**src/rtl/alu_ctrl_pkg.sv**
```systemverilog
// Shared constants for the ALU request arbiter: opcode values, default widths
// and the arbiter FSM state encoding.
package alu_ctrl_pkg;

  localparam int ALU_DATA_W = 16;
  localparam int ALU_OP_W   = 3;

  localparam int ALU_OP_ADD = 0;
  localparam int ALU_OP_SUB = 1;
  localparam int ALU_OP_AND = 2;
  localparam int ALU_OP_OR  = 3;

  typedef enum logic [1:0] {
    IDLE = 2'd0,
    EXEC = 2'd1,
    RESP = 2'd2
  } alu_state_e;

endpackage

```
**src/rtl/rr_arb2.sv**
```systemverilog
// Combinational two-way round-robin picker: with both requesters valid, the
// one that did not win last time is chosen.
module rr_arb2 (
  input  logic valid0,
  input  logic valid1,
  input  logic last_grant,
  output logic grant,
  output logic any_valid
);

  always_comb begin
    any_valid = valid0 | valid1;
    if (valid0 && valid1) begin
      grant = ~last_grant;
    end else begin
      grant = valid1;
    end
  end

endmodule

```
**src/rtl/alu_req_arbiter.sv**
```systemverilog
// Shares one combinational ALU between two requesters: round-robin accept,
// one-cycle execute, held response. ALU_OP_CHECK_EN adds resp_err and blocks
// reserved opcodes from reaching the ALU.
module alu_req_arbiter
  import alu_ctrl_pkg::*;
#(
  parameter int DATA_W = ALU_DATA_W,
  parameter int OP_W   = ALU_OP_W
) (
  input  logic              clk,
  input  logic              rst_n,
  input  logic              req0_valid,
  output logic              req0_ready,
  input  logic [OP_W-1:0]   req0_op,
  input  logic [DATA_W-1:0] req0_a,
  input  logic [DATA_W-1:0] req0_b,
  input  logic              req0_cin,
  input  logic              req1_valid,
  output logic              req1_ready,
  input  logic [OP_W-1:0]   req1_op,
  input  logic [DATA_W-1:0] req1_a,
  input  logic [DATA_W-1:0] req1_b,
  input  logic              req1_cin,
  output logic              resp_valid,
  input  logic              resp_ready,
  output logic              resp_id,
  output logic [DATA_W-1:0] resp_data,
  output logic              resp_cout,
  output logic              resp_lt,
  output logic              resp_eq,
  output logic              resp_gt,
`ifdef ALU_OP_CHECK_EN
  output logic              resp_err,
`endif
  output logic [DATA_W-1:0] alu_x,
  output logic [DATA_W-1:0] alu_y,
  output logic [OP_W-1:0]   alu_opcod,
  output logic              alu_cin,
  input  logic [DATA_W-1:0] alu_out,
  input  logic              alu_cout,
  input  logic              alu_lt,
  input  logic              alu_eq,
  input  logic              alu_gt
);

  alu_state_e        state_reg, state_next;
  logic              last_grant_reg;
  logic              pending_id_reg;
  logic [DATA_W-1:0] alu_x_reg, alu_y_reg;
  logic [OP_W-1:0]   alu_opcod_reg;
  logic              alu_cin_reg;
  logic              resp_id_reg;
  logic [DATA_W-1:0] resp_data_reg;
  logic [3:0]        resp_flags_reg;

  logic              grant, any_valid, accept_slot, accept;
  logic [1:0]        req_valid, req_ready, grant_onehot;
  logic [OP_W-1:0]   sel_op;
  logic [DATA_W-1:0] sel_a, sel_b;
  logic              sel_cin;

  rr_arb2 u_rr_arb2 (
    .valid0     (req0_valid),
    .valid1     (req1_valid),
    .last_grant (last_grant_reg),
    .grant      (grant),
    .any_valid  (any_valid)
  );

  assign accept_slot  = (state_reg == IDLE) || ((state_reg == RESP) && resp_ready);
  assign accept       = accept_slot && any_valid;
  assign req_valid    = {req1_valid, req0_valid};
  assign grant_onehot = {grant, ~grant};

  // The one-hot grant guarantees the two readies are never high together.
  genvar gi;
  generate
    for (gi = 0; gi < 2; gi++) begin : g_ready
      assign req_ready[gi] = accept_slot & req_valid[gi] & grant_onehot[gi];
    end
  endgenerate

  assign req0_ready = req_ready[0];
  assign req1_ready = req_ready[1];

  assign sel_op  = grant ? req1_op  : req0_op;
  assign sel_a   = grant ? req1_a   : req0_a;
  assign sel_b   = grant ? req1_b   : req0_b;
  assign sel_cin = grant ? req1_cin : req0_cin;

`ifdef ALU_OP_CHECK_EN
  logic pending_err_reg;
  logic resp_err_reg;
  logic sel_legal;

  assign sel_legal = (sel_op <= OP_W'(ALU_OP_OR));
  assign resp_err  = resp_err_reg;
`endif

  always_comb begin
    state_next = state_reg;
    case (state_reg)
      IDLE: if (accept) state_next = EXEC;
      EXEC: state_next = RESP;
      RESP: if (resp_ready) state_next = accept ? EXEC : IDLE;
      default: state_next = IDLE;
    endcase
  end

  always_ff @(posedge clk or negedge rst_n) begin
    if (!rst_n) begin
      state_reg      <= IDLE;
      last_grant_reg <= 1'b1;
      pending_id_reg <= 1'b0;
      alu_x_reg      <= '0;
      alu_y_reg      <= '0;
      alu_opcod_reg  <= '0;
      alu_cin_reg    <= 1'b0;
      resp_id_reg    <= 1'b0;
      resp_data_reg  <= '0;
      resp_flags_reg <= '0;
`ifdef ALU_OP_CHECK_EN
      pending_err_reg <= 1'b0;
      resp_err_reg    <= 1'b0;
`endif
    end else begin
      state_reg <= state_next;
      if (accept) begin
        last_grant_reg <= grant;
        pending_id_reg <= grant;
`ifdef ALU_OP_CHECK_EN
        pending_err_reg <= ~sel_legal;
        // Reserved ops never reach the ALU; its inputs keep the last legal op.
        if (sel_legal) begin
          alu_x_reg     <= sel_a;
          alu_y_reg     <= sel_b;
          alu_opcod_reg <= sel_op;
          alu_cin_reg   <= sel_cin;
        end
`else
        alu_x_reg     <= sel_a;
        alu_y_reg     <= sel_b;
        alu_opcod_reg <= sel_op;
        alu_cin_reg   <= sel_cin;
`endif
      end
      if (state_reg == EXEC) begin
        resp_id_reg <= pending_id_reg;
`ifdef ALU_OP_CHECK_EN
        if (pending_err_reg) begin
          resp_data_reg  <= '0;
          resp_flags_reg <= '0;
          resp_err_reg   <= 1'b1;
        end else begin
          resp_data_reg  <= alu_out;
          resp_flags_reg <= {alu_cout, alu_lt, alu_eq, alu_gt};
          resp_err_reg   <= 1'b0;
        end
`else
        resp_data_reg  <= alu_out;
        resp_flags_reg <= {alu_cout, alu_lt, alu_eq, alu_gt};
`endif
      end
    end
  end

  assign resp_valid = (state_reg == RESP);
  assign resp_id    = resp_id_reg;
  assign resp_data  = resp_data_reg;
  assign {resp_cout, resp_lt, resp_eq, resp_gt} = resp_flags_reg;
  assign alu_x      = alu_x_reg;
  assign alu_y      = alu_y_reg;
  assign alu_opcod  = alu_opcod_reg;
  assign alu_cin    = alu_cin_reg;

endmodule

```
**config.mk**
```make
export PLATFORM = sky130hd
export DESIGN_NAME = alu_req_arbiter
export DESIGN_NICKNAME = d
export VERILOG_FILES = /design/src/rtl/alu_ctrl_pkg.sv /design/src/rtl/rr_arb2.sv /design/src/rtl/alu_req_arbiter.sv
export SDC_FILE = /design/constraint.sdc
export NUM_CORES = 1
export LEC_CHECK = 0
export BUFFER_PORTS_ARGS = -buffer_cell sky130_fd_sc_hd__clkbuf_2
export CORE_MARGIN = 1.5
export CORE_UTILIZATION = 25
export CTS_BUF_LIST = sky130_fd_sc_hd__clkbuf_8
export DETAILED_ROUTE_END_ITERATION = 10
export SKIP_CTS_REPAIR_TIMING = 1
export SLEW_MARGIN = 20
export SYNTH_ARGS = -nofsm -noshare
export SYNTH_HDL_FRONTEND = slang
export SYNTH_HIERARCHICAL = 1
export SYNTH_SLANG_ARGS = --single-unit
```
**constraint.sdc**
```tcl
create_clock -name clk -period 2.2 [get_ports clk]
set_clock_uncertainty 0.1 [all_clocks]
set_input_delay 0.55 -clock clk [delete_from_list [all_inputs] [get_ports clk]]
set_output_delay 0.55 -clock clk [all_outputs]
set_load 0.01 [all_outputs]
```
==> key figures, run 1 <==
Status
  – Status: finished clean

Critical path
  – Worst r2r src: last_grant_reg$_DFFE_PN1P_
  – Reg-to-reg slack, setup: between 400 and 500 ps
  – Worst Path Required: roughly 1600 ps
  – Startpoint Class: flip-flop
  – CP Max Fanout: 5
  – Setup CP Type: reg2out
  – Largest stage delay on the critical path: 550 ps
  – Critical path cell sequence: a21boi_4 -> nor4b_2 -> buf_4
  – Arrival @ worst endpoint: 1400 ps
  – CP max stage cell: dfstp_2
  – FF-to-FF path depth: 4
  – CP Capture Type: output pin
  – R2R Path End: alu_y[2]$_DFFE_PN0P_

Timing
  – Top achievable clock speed: between 0.4 and 0.5 GHz
  – Final hold viol count: 0
  – Fin worst setup slack: about 150 ps
  – Endpoints failing setup: 0
  – RSZ-0062 raised after global routing: no
  – Tmin final: approximately 2000 ps
  – Worst Tran Pin Value: 440.0 ps
  – Period utilisation layout: 0.9317
  – Slew HR: 0.7067
  – Final slew viol count: 0

Global route
  – Vias in the first global route: roughly 2000
  – Largest net degree at the start of global routing: 35
  – Global-route usage over all layers: 0.1067
  – Initial antenna violation count: 0
  – First-pass GRT wire length: around 9600 um
  – Total gr overflow: 0

Floorplan
  – Starting Density: 0.2575
  – Site Rows: 38
  – IO Count: 157
  – Die Wd: 108.7 um
  – Placeable Area: ~11000 um^2
  – Die H: ~110 um
  – Die area: between 10000 and 15000 um^2

Detailed routing
  – Final wirelength: about 6200 um
  – Drt wl/cell: 12.69 um
  – Post-route DRC: 0
  – Post-route ant nets: 0
  – Vias: 2035
  – Drt initial violations: 55
  – Avg Vias per Cell: roughly 4.2
  – Drt first pass iters: 4

Yosys
  – Synth Area in Compound Gates: 0.004482
  – Seq cells post-synth: 61
  – Register area share after synthesis: 0.5473
  – Largest family of logic cells by synthesized area: multiplexers
  – Adder-Cell Fraction of Synth Area: 0
  – Synth Area in Simple Gates: 0.02465
  – Post-Synth XOR/XNOR Area: 0
  – Mapped Area: roughly 2800 um^2
  – Synth Instances: 177
  – Post-synthesis mux area share: 0.3953
  – Avg Cell Area, Syn: ~16 um^2
  – Synth cell types: 19
  – Post-synth net total: roughly 270
  – Ys Warns: 6

Power and ir drop
  – Switch share: 0.3362
  – Pwr dens: 1286 nW/um^2
  – Clk pwr share: 0.174
  – Psw: 1.704 mW
  – Pleak: around 1.9 nW
  – Sequential share of power: 0.396
  – VDD IR max: 0.0004841 V
  – Internal power: 3.364 mW
  – Logic pwr share: 0.430

Job
  – Max cap viols: 0

Layout
  – Ant diodes: 0
  – Final net count: approximately 440
  – Final cell count without fillers: 487
  – P&R area growth vs syn: 41.24%
  – Layout cells sized above 1: 0.8040
  – Most frequent cells in the layout: 154 x clkbuf_2, 86 x mux2_2, 60 x dfrtp_1
  – Commonest non-fill, non-tap cell in the layout: clkbuf_2

Placed design
  – Dpl cells: ~470
  – Place WS: approximately 160 ps
  – Gpl congestion: approximately 0.68
  – Dpl hpwl: 4730 um
  – IO buf count: 156

CTS
  – Worst skew pair latency: around 330 ps
  – CTS tree: yes
  – Clk buf depth: 2
  – H-tree depth: 3
  – CTS Buf Count: 9
  – Clock root buffer: clkbuf_8
  – Clock Pin Slew Worst Setup and Hold Paths: roughly 70 ps
  – Clock sinks: around 60

Min path
  – Min-delay worst type: in2async
-- critical path, delay by kind of cell (launching register included) --
kind / cells / cell delay, ps
and+or+nand+nor: 1 / 260
buffers and inverters: 1 / 180
DFF: 1 / 550
AOI/OAI and AO/OA: 1 / 70
-- power by group through the flow --
stage,Clock [mW],Sequential (mW),Combinational [mW]
final,0.884,2.01,2.18
after floorplan,0,2.25,1.11
after global routing,0.987,2.09,2.36
after global placement,0,2.01,2.17
after CTS,0.940,2.02,2.23
after detailed placement,0,2.03,2.22
-- logic make-up after synthesis --
group / Yosys count
AOI/OAI and AO/OA: 2
buffers and inverters: 11
DFF: 61
muxes: 95
and+or+nand+nor: 8
-- layout make-up --
class | count | area [um^2]
fill | 1051 | 6898
inverter | 1 | 3.754
clock buffer | 10 | 137.6
multi-input combinational | 105 | 1202
sequential | 61 | 1528
timing repair buffer | 164 | 855.8
clock inverter | 6 | 40.04
tap | 140 | 175.2
-- metrics by stage --
stage / cell area [um^2] / setup TNS, ps / util / hold slack (ps) / total power [mW]
3_3_place_gp: 3756 / 0 / 0.3465 / 389.0 / 4.187
4_1_cts: 3934 / -30.03 / 0.3629 / 112.7 / 5.181
5_1_grt: 3943 / 0 / 0.3637 / 120.5 / 5.441
2_1_floorplan: 2791 / 0 / - / 154.4 / 3.368
6_report: 3943 / 0 / 0.3637 / 116.8 / 5.068
3_5_place_dp: 3756 / 0 / 0.3465 / 394.6 / 4.252
-- how the worst max path moves through the flow --
stage / startpoint / endpoint / slack (ps) / cells past startpoint
6_report: last_grant_reg$_DFFE_PN1P_ / req0_ready / 150 / 3
3_5_place_dp: req1_valid / req0_ready / 160 / 4
5_1_grt: last_grant_reg$_DFFE_PN1P_ / req0_ready / 40 / 3
2_1_floorplan: req1_valid / req1_ready / 130 / 4
3_3_place_gp: req1_valid / req0_ready / 220 / 4
4_1_cts: last_grant_reg$_DFFE_PN1P_ / req0_ready / -30 / 3
-- layer usage --
metal | global-route usage | part of all wire
met1 | 0.1254 | 0.42
met2 | 0.1694 | 0.45
met3 | 0.05200 | 0.11
met4 | 0.03759 | 0.014
met5 | 0 | 0
-- synthesized netlist by cell type (all sizes together) --
| cell | count | area [um^2] |
|---|---|---|
| nor3 | 1 | 5.000 |
| o21ai | 1 | 5.000 |
| nand2 | 1 | 3.750 |
| inv | 1 | 3.750 |
| nor2b | 1 | 13.76 |
| nor4b | 1 | 8.760 |
| dfrtp | 60 | 1501 |
| nand2b | 2 | 12.51 |
| mux2 | 95 | 1104 |
| dfstp | 1 | 26.28 |
| buf | 9 | 71.31 |
| clkbuf | 1 | 3.750 |
| or2 | 1 | 6.260 |
| nor3b | 1 | 18.77 |
| a21boi | 1 | 7.510 |
Power figures use the tool's default switching activity.
==> inputs of run 2 (changes only) <==
--- a/config.mk
+++ b/config.mk
@@ -5,11 +5,13 @@
 export SDC_FILE = /design/constraint.sdc
 export NUM_CORES = 1
 export LEC_CHECK = 0
+export ABC_CLOCK_PERIOD_IN_PS = 2200
 export BUFFER_PORTS_ARGS = -buffer_cell sky130_fd_sc_hd__clkbuf_2
 export CORE_MARGIN = 1.5
 export CORE_UTILIZATION = 25
 export CTS_BUF_LIST = sky130_fd_sc_hd__clkbuf_8
 export DETAILED_ROUTE_END_ITERATION = 10
+export PLACE_DENSITY = 0.52
 export SKIP_CTS_REPAIR_TIMING = 1
 export SLEW_MARGIN = 20
 export SYNTH_ARGS = -nofsm -noshare
==> key figures, run 2 (synthesis gave the netlist of run 1 again) <==
Timing
  – Period utilisation layout: 0.9289 (was 0.9317)
  – Worst Tran Pin Value: 333.0 ps (was 440.0 ps)
  – Endpoints failing setup: 0 (unchanged)
  – Top achievable clock speed: 0.4893 GHz (was 0.4879 GHz)
  – Slew HR: 0.7780 (was 0.7067)
  – Tmin final: 2044 ps (was 2050 ps)
  – Final Hold Slack: 96.42 ps (was 116.8 ps)
  – Final hold viol count: 0 (unchanged)
  – Setup_tns: 0 ps (unchanged)
  – Final slew viol count: 0 (unchanged)
  – RSZ-0062 raised after global routing: no (unchanged)

Layout
  – Final net count: 436 (was 439)
  – Most frequent cells in the layout: 154 x clkbuf_2, 86 x mux2_2, 60 x dfrtp_1 (unchanged)
  – Commonest non-fill, non-tap cell in the layout: clkbuf_2 (unchanged)
  – Final cell count without fillers: 484 (was 487)
  – Layout cells sized above 1: 0.8052 (was 0.8040)
  – Ant diodes: 0 (unchanged)
  – P&R area growth vs syn: 42.00% (was 41.24%)
  – Fillers: 1086 (was 1051)

Detailed routing
  – Drt first pass iters: 2 (was 4)
  – Vias: 2015 (was 2035)
  – Post-route DRC: 0 (unchanged)
  – Drt wl/cell: 12.89 um (was 12.69 um)
  – Final wirelength: 6238 um (was 6178 um)
  – Post-route ant nets: 0 (unchanged)
  – Avg Vias per Cell: 4.163 (was 4.179)
  – Drt initial violations: 40 (was 55)

Placed design
  – Gpl congestion: 0.6688 (was 0.6829)
  – Dpl hpwl: 4578 um (was 4730 um)
  – IO buf count: 156 (unchanged)
  – Dpl cells: 468 (was 471)

Critical path
  – FF-to-FF path depth: 4 (unchanged)
  – CP Capture Type: output pin (unchanged)
  – Total stage count of the critical path: 3 (unchanged)
  – Startpoint Class: flip-flop (unchanged)
  – Critical path cell sequence: a21boi_4 -> nor4b_2 -> buf_2 (was a21boi_4 -> nor4b_2 -> buf_4)
  – Bufs and invs on worst path: 1 (unchanged)
  – Worst Path Required: 1550 ps (about the same)
  – Arrival @ worst endpoint: 1390 ps (was 1400 ps)
  – Setup CP Type: reg2out (unchanged)
  – Worst path top cell family by delay: flip-flops (unchanged)
  – CP Max Fanout: 5 (unchanged)
  – CP max stage cell: dfstp_2 (unchanged)
  – Largest stage delay on the critical path: 560 ps (was 550 ps)

Floorplan
  – IO Count: 157 (unchanged)
  – Die H: 108.7 um (unchanged)
  – Die area: 11810 um^2 (unchanged)
  – Starting Density: 0.2575 (unchanged)
  – Die Wd: 108.7 um (unchanged)
  – Placeable Area: 10840 um^2 (unchanged)
  – Site Rows: 38 (unchanged)

CTS
  – Clock Pin Slew Worst Setup and Hold Paths: 80 ps (was 70 ps)
  – CTS Buf Count: 9 (unchanged)
  – Clk buf depth: 2 (unchanged)
  – CTS tree: yes (unchanged)
  – H-tree depth: 3 (unchanged)
  – Clock sinks: 61 (unchanged)
  – Worst skew pair latency: 340 ps (was 330 ps)
  – Clock root buffer: clkbuf_8 (unchanged)

Global route
  – Grt peak-use layer: met2 (unchanged)
  – Total gr overflow: 0 (unchanged)
  – First-pass GRT wire length: 9818 um (was 9556 um)
  – Met3 track demand over resource: 0.05439 (was 0.05200)
  – Met1 Use GR: 0.1273 (was 0.1254)
  – Global-route usage over all layers: 0.1112 (was 0.1067)
  – Largest net degree at the start of global routing: 62 (was 35)
  – Met2 Use GR: 0.1801 (was 0.1694)
  – Initial antenna violation count: 0 (unchanged)
  – Vias in the first global route: 2017 (was 2005)

Status
  – Status: finished clean (unchanged)

Power and ir drop
  – Pwr dens: 1307 nW/um^2 (was 1286 nW/um^2)
  – VDD IR max: 0.0006589 V (was 0.0004841 V)
  – Pleak: 1.952 nW (was 1.941 nW)

Job
  – Max cap viols: 0 (unchanged)

Min path
  – Min-delay worst type: in2async (unchanged)
## run 2: cell types whose count changed in the layout (fill, tap and decap cells not counted), moves of 2 or more
cell        before  now
buf_4            8    2
buf_12           1    3
clkinv_4         1    3
clkinvlp_4       3    0
## run 2: layout make-up
cell class	instances	area [um^2]	share of cell area
flip-flops and latches	61	1528	0.3854
clock buffers	9	123.9	0.03125
inverters	1	3.754	0.0009470
clock inverters	7	75.07	0.01894
multi-input cells	105	1202	0.3033
well taps	140	175.2	0.04419
repair buffers	161	855.8	0.2159
## run 2: worst paths after layout
| check | from | end | slack (ps) |
|---|---|---|---|
| max | last_grant_reg$_DFFE_PN1P_ | req0_ready | 160 |
| min | rst_n | alu_y[12]$_DFFE_PN0P_ | 100 |
| max reg2reg | last_grant_reg$_DFFE_PN1P_ | alu_opcod[0]$_DFFE_PN0P_ | 460 |
| min reg2reg | alu_cin$_DFFE_PN0P_ | alu_cin$_DFFE_PN0P_ | 410 |
| max in group asynchronous | rst_n | last_grant_reg$_DFFE_PN1P_ | 1570 |
| min in group clk | alu_out[9] | resp_data[9]$_DFFE_PN0N_ | 340 |
## run 2: routing by layer
layer | part of all wire | vias to the layer above
li1 | - | 956
met1 | 0.41 | 966
met2 | 0.49 | 87
met3 | 0.095 | 6
met4 | 0.011 | 0
met5 | 0 | -
## run 2: report_power, final
part           switching [mW]  internal (mW)  total, mW
clock network           0.480          0.528       1.01
registers               0.308           1.70       2.01
logic                   0.935           1.23       2.16
total                    1.72           3.46       5.18
## run 2: metrics by stage
step	total power [mW]	setup WS, ps	area (um^2)	utilization
CTS	5.298	33.90	3958	0.3651
global placement	4.206	193.1	3759	0.3467
floorplan	3.368	129.3	2791	-
detailed placement	4.248	168.2	3759	0.3467
finish	5.181	156.4	3964	0.3657
global route	5.560	29.00	3964	0.3657
==> inputs of run 3 (changes only) <==
--- a/config.mk
+++ b/config.mk
@@ -7,6 +7,7 @@
 export LEC_CHECK = 0
 export ABC_CLOCK_PERIOD_IN_PS = 2200
 export BUFFER_PORTS_ARGS = -buffer_cell sky130_fd_sc_hd__clkbuf_2
+export CORE_ASPECT_RATIO = 0.5
 export CORE_MARGIN = 1.5
 export CORE_UTILIZATION = 25
 export CTS_BUF_LIST = sky130_fd_sc_hd__clkbuf_8
==> key figures, run 3 (synthesis gave the netlist of run 1 again) <==
Placed design
  – Dpl hpwl: 5116 um (was 4578 um)
  – Place WS: 246.0 ps (was 168.2 ps)
  – Gpl congestion: 0.7070 (was 0.6688)
  – IO buf count: 156 (unchanged)

Timing
  – Final hold viol count: 0 (unchanged)
  – Setup_tns: 0 ps (unchanged)
  – Top achievable clock speed: 0.4801 GHz (was 0.4893 GHz)
  – Tmin final: 2083 ps (was 2044 ps)
  – Final slew viol count: 0 (unchanged)
  – RSZ-0062 raised after global routing: no (unchanged)
  – Endpoints failing setup: 0 (unchanged)
  – Period utilisation layout: 0.9467 (was 0.9289)
  – Fin worst setup slack: 117.2 ps (was 156.4 ps)
  – Worst Tran Pin Value: 551.7 ps (was 333.0 ps)
  – Slew HR: 0.6322 (was 0.7780)

Power and ir drop
  – Switch share: 0.3295 (was 0.3327)
  – Logic pwr share: 0.428 (was 0.417)
  – Psw: 1.678 mW (was 1.724 mW)
  – Clk pwr share: 0.174 (was 0.195)
  – Internal power: 3.415 mW (was 3.457 mW)
  – Pleak: 1.957 nW (was 1.952 nW)
  – Sequential share of power: 0.398 (was 0.388)
  – VDD IR max: 0.0003786 V (was 0.0006589 V)
  – Pwr dens: 1285 nW/um^2 (was 1307 nW/um^2)

Floorplan
  – IO Count: 157 (unchanged)
  – Site Rows: 27 (was 38)
  – Starting Density: 0.2550 (was 0.2575)
  – Placeable Area: 10950 um^2 (was 10840 um^2)
  – Die area: 11850 um^2 (was 11810 um^2)
  – Die Wd: 152.4 um (was 108.7 um)
  – Die H: 77.72 um (was 108.7 um)

Layout
  – Layout cells sized above 1: 0.7965 (was 0.8052)
  – Commonest non-fill, non-tap cell in the layout: clkbuf_2 (unchanged)
  – P&R area growth vs syn: 41.95% (was 42.00%)
  – Final net count: 437 (was 436)
  – Fillers: 1094 (was 1086)
  – Ant diodes: 0 (unchanged)
  – Most frequent cells in the layout: 156 x clkbuf_2, 86 x mux2_2, 60 x dfrtp_1 (was 154 x clkbuf_2, 86 x mux2_2, 60 x dfrtp_1)

Critical path
  – CP Capture Type: output pin (unchanged)
  – Startpoint Class: flip-flop (unchanged)
  – CP Max Fanout: 4 (was 5)
  – Worst Path Required: 1550 ps (about the same)
  – Setup CP Type: reg2out (unchanged)
  – Arrival @ worst endpoint: 1430 ps (was 1390 ps)

Detailed routing
  – Avg Vias per Cell: 4.233 (was 4.163)
  – Post-route ant nets: 0 (unchanged)
  – Drt wl/cell: 13.48 um (was 12.89 um)
  – Drt first pass iters: 4 (was 2)
  – Final wirelength: 6590 um (was 6238 um)
  – Vias: 2070 (was 2015)
  – Drt initial violations: 44 (was 40)
  – Post-route DRC: 0 (unchanged)

CTS
  – H-tree depth: 3 (unchanged)
  – Worst skew pair latency: 330 ps (was 340 ps)
  – Clock root buffer: clkbuf_8 (unchanged)
  – Clock Pin Slew Worst Setup and Hold Paths: 60 ps (was 80 ps)
  – CTS Buf Count: 9 (unchanged)
  – Clk buf depth: 2 (unchanged)
  – Clock sinks: 61 (unchanged)
  – CTS tree: yes (unchanged)

Global route
  – First-pass GRT wire length: 10710 um (was 9818 um)
  – Total gr overflow: 0 (unchanged)
  – Global-route usage over all layers: 0.1143 (was 0.1112)
  – Initial antenna violation count: 0 (unchanged)
  – Vias in the first global route: 2308 (was 2017)
  – Largest net degree at the start of global routing: 40 (was 62)

Status
  – Status: finished clean (unchanged)

Job
  – Max cap viols: 0 (unchanged)

Min path
  – Min-delay worst type: in2async (unchanged)
-- run 3: cell types whose count changed in the layout (fill, tap and decap cells not counted) --
cell,delta
clkbuf_2,+2
clkinv_4,-3
inv_1,+2
bufinv_16,-1
inv_6,-1
buf_12,+1
nor4b_2,-1
clkbuf_8,+3
nor4b_1,+1
buf_2,-2
clkinv_2,-1
-- run 3: path summary, 6_finish.rpt --
path,startpoint,endpoint,slack (ps),cells after the start
max reg2reg,last_grant_reg$_DFFE_PN1P_,alu_x[15]$_DFFE_PN0P_,540,4
min in group clk,alu_out[13],resp_data[13]$_DFFE_PN0N_,350,2
max in group asynchronous,rst_n,resp_data[1]$_DFFE_PN0N_,1380,2
max,last_grant_reg$_DFFE_PN1P_,req0_ready,120,3
min reg2reg,resp_data[1]$_DFFE_PN0N_,resp_data[1]$_DFFE_PN0N_,400,1
min,rst_n,state_reg[1]$_DFFE_PN0P_,100,1
-- run 3: layer usage --
layer  part of all wire  GRT usage
met4              0.012    0.04135
met2               0.58     0.2140
met3              0.046    0.04525
met5                  0          0
met1               0.37     0.1161
-- run 3: per-stage QoR --
step           instances  total power [mW]  hold slack [ps]    util  instance area, um^2
6_report             489             5.093            98.74  0.3620                 3963
5_1_grt              489             5.450            106.2  0.3620                 3963
4_1_cts              489             5.204            88.75  0.3620                 3963
3_5_place_dp         474             4.275            392.2  0.3458                 3785
3_3_place_gp         474             4.202            386.5  0.3458                 3785
2_1_floorplan        177             3.368            154.4       -                 2791
-- run 3: area by class of cell --
type	count	area, um^2	area share
well taps	145	181.4	0.04578
multi-input cells	105	1196	0.3019
clock inverters	3	12.51	0.003158
inverters	1	3.754	0.0009473
clock buffers	12	165.2	0.04168
repair buffers	162	875.8	0.2210
flip-flops and latches	61	1528	0.3855
-- run 3: critical path, cell delays in order (launching register included) --
cell and delay [ps]:
dfstp_2 560, a21boi_4 80, nor4b_1 280, clkbuf_2 180
-- run 3: power groups by stage --
stage | clock, mW | combinational [mW] | sequential (mW)
2_1_floorplan | 0 | 1.11 | 2.25
3_3_place_gp | 0 | 2.18 | 2.02
3_5_place_dp | 0 | 2.23 | 2.04
4_1_cts | 0.942 | 2.23 | 2.04
5_1_grt | 0.998 | 2.35 | 2.10
6_report | 0.888 | 2.18 | 2.03
